==> config.mk <==
export PLATFORM = sky130hd
export DESIGN_NAME = seq_multiplier
export DESIGN_NICKNAME = d
export VERILOG_FILES = /design/src/rtl/seq_multiplier.sv
export SDC_FILE = /design/constraint.sdc
export NUM_CORES = 1
export LEC_CHECK = 0
export ABC_AREA = 1
export CAP_MARGIN = 25
export CORE_MARGIN = 2
export CORE_UTILIZATION = 60
export CTS_BUF_LIST = sky130_fd_sc_hd__clkbuf_4 sky130_fd_sc_hd__clkbuf_8
export CTS_CLUSTER_DIAMETER = 150
export CTS_CLUSTER_SIZE = 28
export DETAILED_ROUTE_END_ITERATION = 12
export GPL_TIMING_DRIVEN = 0
export PLACE_DENSITY = 0.85
export SYNTH_ARGS = -nofsm -noshare
export SYNTH_HDL_FRONTEND = slang
export SYNTH_SLANG_ARGS = --single-unit
==> constraint.sdc <==
create_clock -name clk -period 4.65 [get_ports clk]
set_input_delay 0.93 -clock clk [delete_from_list [all_inputs] [get_ports clk]]
set_output_delay 0.93 -clock clk [all_outputs]
set_load 0.1 [all_outputs]
==> src/rtl/seq_multiplier.sv <==
// Radix-2 shift-add multiplier: product = multiplicand * multiplier, one partial product per clock.
// Define SEQ_MUL_ADDEND_EN to add an addend port and compute multiplicand * multiplier + addend.
module seq_multiplier #(
   parameter int unsigned QW = 9,
   parameter int unsigned DW = 17
) (
   input  logic             clk,
   input  logic             rst_n,
   input  logic             start,
   input  logic [DW-1:0]    multiplicand,
   input  logic [QW-1:0]    multiplier,
`ifdef SEQ_MUL_ADDEND_EN
   input  logic [DW-1:0]    addend,
`endif
   output logic             busy,
   output logic             done,
   output logic [QW+DW-1:0] product
);

   localparam int unsigned PW = QW + DW;
   localparam int unsigned CW = (QW > 1) ? $clog2(QW) : 1;
   localparam logic [CW-1:0] CntLast = CW'(QW - 1);

   typedef enum logic [1:0] {StIdle, StRun, StDone} state_e;

   state_e        state_q, state_d;
   logic [PW-1:0] mcand_q, mcand_d;
   logic [PW-1:0] acc_q, acc_d;
   logic [PW-1:0] product_q, product_d;
   logic [QW-1:0] mplier_q, mplier_d;
   logic [CW-1:0] cnt_q, cnt_d;
   logic [PW-1:0] acc_init;
   logic [PW-1:0] acc_sum;
   logic          accept;
   logic          last;

`ifdef SEQ_MUL_ADDEND_EN
   assign acc_init = {{QW{1'b0}}, addend};
`else
   assign acc_init = '0;
`endif

   // New operands are taken in IDLE and DONE, never while iterating.
   assign accept  = start && (state_q != StRun);
   assign last    = (state_q == StRun) && (cnt_q == CntLast);
   assign acc_sum = acc_q + (mplier_q[0] ? mcand_q : '0);

   always_ff @(posedge clk) begin
      if (!rst_n) begin
         state_q <= StIdle;
      end else begin
         state_q <= state_d;
      end
   end

   always_comb begin
      state_d = state_q;
      unique case (state_q)
         StIdle:  state_d = start ? StRun : StIdle;
         StRun:   state_d = last ? StDone : StRun;
         StDone:  state_d = start ? StRun : StIdle;
         default: state_d = StIdle;
      endcase
   end

   always_comb begin
      busy = (state_q == StRun);
      done = (state_q == StDone);
   end

   always_comb begin
      mcand_d   = mcand_q;
      mplier_d  = mplier_q;
      acc_d     = acc_q;
      cnt_d     = cnt_q;
      product_d = product_q;
      if (accept) begin
         mcand_d  = {{QW{1'b0}}, multiplicand};
         mplier_d = multiplier;
         acc_d    = acc_init;
         cnt_d    = '0;
      end else if (state_q == StRun) begin
         mcand_d  = mcand_q << 1;
         mplier_d = mplier_q >> 1;
         acc_d    = acc_sum;
         cnt_d    = cnt_q + 1'b1;
         // Result register only moves on the edge entering DONE.
         if (last) begin
            product_d = acc_sum;
         end
      end
   end

   always_ff @(posedge clk) begin
      if (!rst_n) begin
         mcand_q   <= '0;
         mplier_q  <= '0;
         acc_q     <= '0;
         cnt_q     <= '0;
         product_q <= '0;
      end else begin
         mcand_q   <= mcand_d;
         mplier_q  <= mplier_d;
         acc_q     <= acc_d;
         cnt_q     <= cnt_d;
         product_q <= product_d;
      end
   end

   assign product = product_q;

endmodule

==> key figures <==
Route
  – Vias per cell: 4.993
  – DRT Pass-1 Iters: 5
  – Post-DRT Antenna Nets: 0
  – DRC violations left: 0
  – Via count of the routed design: 5807
  – 1st-iter DRT viols: 365
  – WL final: 14730 um
  – DR WL/cell: 12.67 um

Worst setup path
  – R2R Setup Slk: 1.56 ns
  – FF-to-FF Start: mplier_q[0]
  – Critical Path, Cell by Cell: inv_2 > nor2_8 > buf_1 > clkdlybuf4s50_1
  – Delay of the slowest critical-path stage: 1.25 ns
  – Slowest cell on the critical path: clkdlybuf4s50_1
  – Critical path class: reg -> out
  – WP data arrival: 2.71 ns
  – Reg2Reg Depth: 19
  – Crit path required time: 3.72 ns
  – Startpoint type of the worst setup path: flip-flop
  – Critical path peak fanout: 10
  – Setup crit end kind: output pin
  – R2R Path End: acc_q[12]

Synthesis
  – EDFF count, synth: 0
  – Mapped Area: 5884 um2
  – Post-Synthesis Cells: 958
  – Synth area leader: dfxtp_1
  – Synthesized flop and latch total: 93
  – Commonest cells post-synth: 296 x nand2_1, 202 x inv_1, 116 x nor2_1, 93 x dfxtp_1, 55 x nand3_1
  – Yosys Warn Count: 0
  – Most common cell in the netlist: nand2_1
  – Yosys cell types: 39
  – Most used DFF post-synth: dfxtp_1
  – Syn nets: 1015
  – Synth top area cells: dfxtp_1 32%, nand2_1 19%, inv_1 13%, nor2_1 7.4%, ha_1 5.7%
  – Post-synth ARST share: 0%
  – Syn_area_per_cell: 6.142 um2
  – Post-synthesis sequential area ratio: 31.64%
  – Post-synth top area share: 31.64%

STA
  – Pins over their slew limit: 0
  – Final Hold Viols: 0
  – RSZ-0062 raised after global routing: no
  – Fin Clk Skew: 0.01587 ns
  – Crit share post-route: 78.27%
  – # setup viols final: 0
  – Setup total negative slack: 0 ns
  – Min Tclk post-route: 3.640 ns
  – Max-slew headroom: 34.25%
  – Fmax: 0.2748 GHz
  – Final worst setup slack: 1.010 ns
  – Slew @ Worst Pin: 0.9832 ns
  – Worst hold margin: 0.4734 ns

Clock network
  – CTS Buffer Depth: 2
  – Clock transition at path regs: 0.09 ns
  – H-Tree Depth: 3
  – CTS resizes: 0
  – Worst-Skew Late Latency: 0.38 ns
  – Hold Buf Count CTS: 0
  – Sink Count: 93
  – CTS Buf Count: 9
  – Post-CTS setup buffers: 0
  – Clock root cell: clkbuf_8
  – CTS tree: done

Placed design
  – Dpl cells: 1147
  – Routability Congestion: 0.9539
  – Setup slack at placement: 1.412 ns
  – Placed Area: 6611 um2
  – Number of port buffers: 56
  – Post-detail-place hpwl: 11520 um

Global routing
  – GR Overflow Total: 0
  – Largest net degree at the start of global routing: 17
  – Vias in the first global route: 5282
  – GRT Util Overall: 29.82%
  – Initial antenna violation count: 0
  – First-pass GRT wire length: 24810 um

Pwr
  – Leakage: 3.738 nW
  – Cell area power density: 236.6 nW/um2
  – Max IR drop VDD: 0.0001484 V
  – Overall Power: 1.609 mW

Cells and area
  – Fin area: 6802 um2
  – Multi-input gate area: 3073 um2
  – Antenna Diode Count: 0
  – Area grow syn2layout: 15.59%
  – Layout Cells excl Fill: 1163
  – Layout Utilization: 70.56%
  – Nets@finish: 1082
  – Layout cells sized above 1: 4.854%
  – Layout fillers: 909
  – FF+latch area: 1862 um2

Hold path
  – Hold path depth: 2
  – Hold_sp: acc_q[0]
  – WHS Endpoint: acc_q[0]
  – Hold Crit Class: reg -> reg

Floorplanning
  – Die H: 103.0 um
  – Core Rows: 36
  – I/O Pins: 57
  – CORE AREA: 9639 um2
  – Initial Utilization: 61.05%
  – Die W: 103.0 um
  – Die area: 10620 um2

Job
  – MaxCap Viol Count: 0

Status
  – Run status: completed
[cell usage in the layout, fill, tap and decap left out, types with 4 or more instances in the layout]
cell | synthesis | final
buf_2 | 9 | 9
clkbuf_1 | 8 | 8
inv_1 | 202 | 202
xor2_1 | 9 | 9
a21oi_1 | 35 | 35
buf_1 | 7 | 7
inv_2 | 7 | 7
dfxtp_1 | 93 | 93
nand3_1 | 55 | 55
ha_1 | 27 | 27
a21o_1 | 4 | 4
nand2_2 | 4 | 4
o21ai_0 | 8 | 8
buf_6 | 4 | 4
clkdlybuf4s50_1 | 0 | 56
clkbuf_8 | 0 | 10
o21ai_1 | 9 | 9
nand2_1 | 296 | 296
o21bai_1 | 5 | 5
o211ai_1 | 8 | 8
nand4_1 | 8 | 8
o221ai_1 | 20 | 20
nor2_1 | 116 | 116
[logic make-up after synthesis]
kind of cell,count (synthesis),synth area share (%)
simple gates,493,34.43
buf+inv,240,16.14
flops,93,31.64
compound gates,92,9.930
fa+ha+maj,28,6.081
xor+xnor,12,1.786
[state kept, by name, indices dropped and copies added, names as in the netlist]
register and cells:
acc_q 26, cnt_q 4, mcand_q 26, mplier_q 9, state_q 2, product 26
[cell type report]
| type | count | area share (%) |
|---|---|---|
| multi-input cells | 625 | 45.18 |
| clock buffers | 11 | 2.134 |
| inverters | 210 | 11.59 |
| repair buffers | 56 | 8.241 |
| plain buffers | 30 | 2.373 |
| well taps | 133 | 2.447 |
| clock inverters | 5 | 0.6623 |
| flip-flops and latches | 93 | 27.37 |
[worst max path at each step]
stage / from / end
after floorplan: state_q[1] / done
after global placement: state_q[0] / busy
after detailed placement: state_q[0] / busy
after CTS: state_q[0] / busy
after global routing: state_q[0] / busy
final: state_q[0] / busy
[critical path, delay by kind of cell (launching register included)]
family,cells,cell delay (ns)
buf+inv,3,1.81
flops,1,0.35
simple gates,1,0.19
[routing by layer]
metal / wire length (um) / GRT usage, % / vias up
met4: 323 / 9.717 / 0
met2: 6551 / 47.85 / 150
met3: 847 / 3.186 / 26
met1: 7011 / 42.02 / 2576
met5: 0 / 0 / -
li1: - / - / 3055
[where the power goes]
part | internal [mW] | switching, mW | leakage [nW]
Clock | 0.222 | 0.308 | 0.0951
Sequential | 0.824 | 0.0162 | 0.756
Combinational | 0.0904 | 0.148 | 2.89
Total | 1.14 | 0.473 | 3.74
No activity file was read; power rests on OpenSTA's default activity.
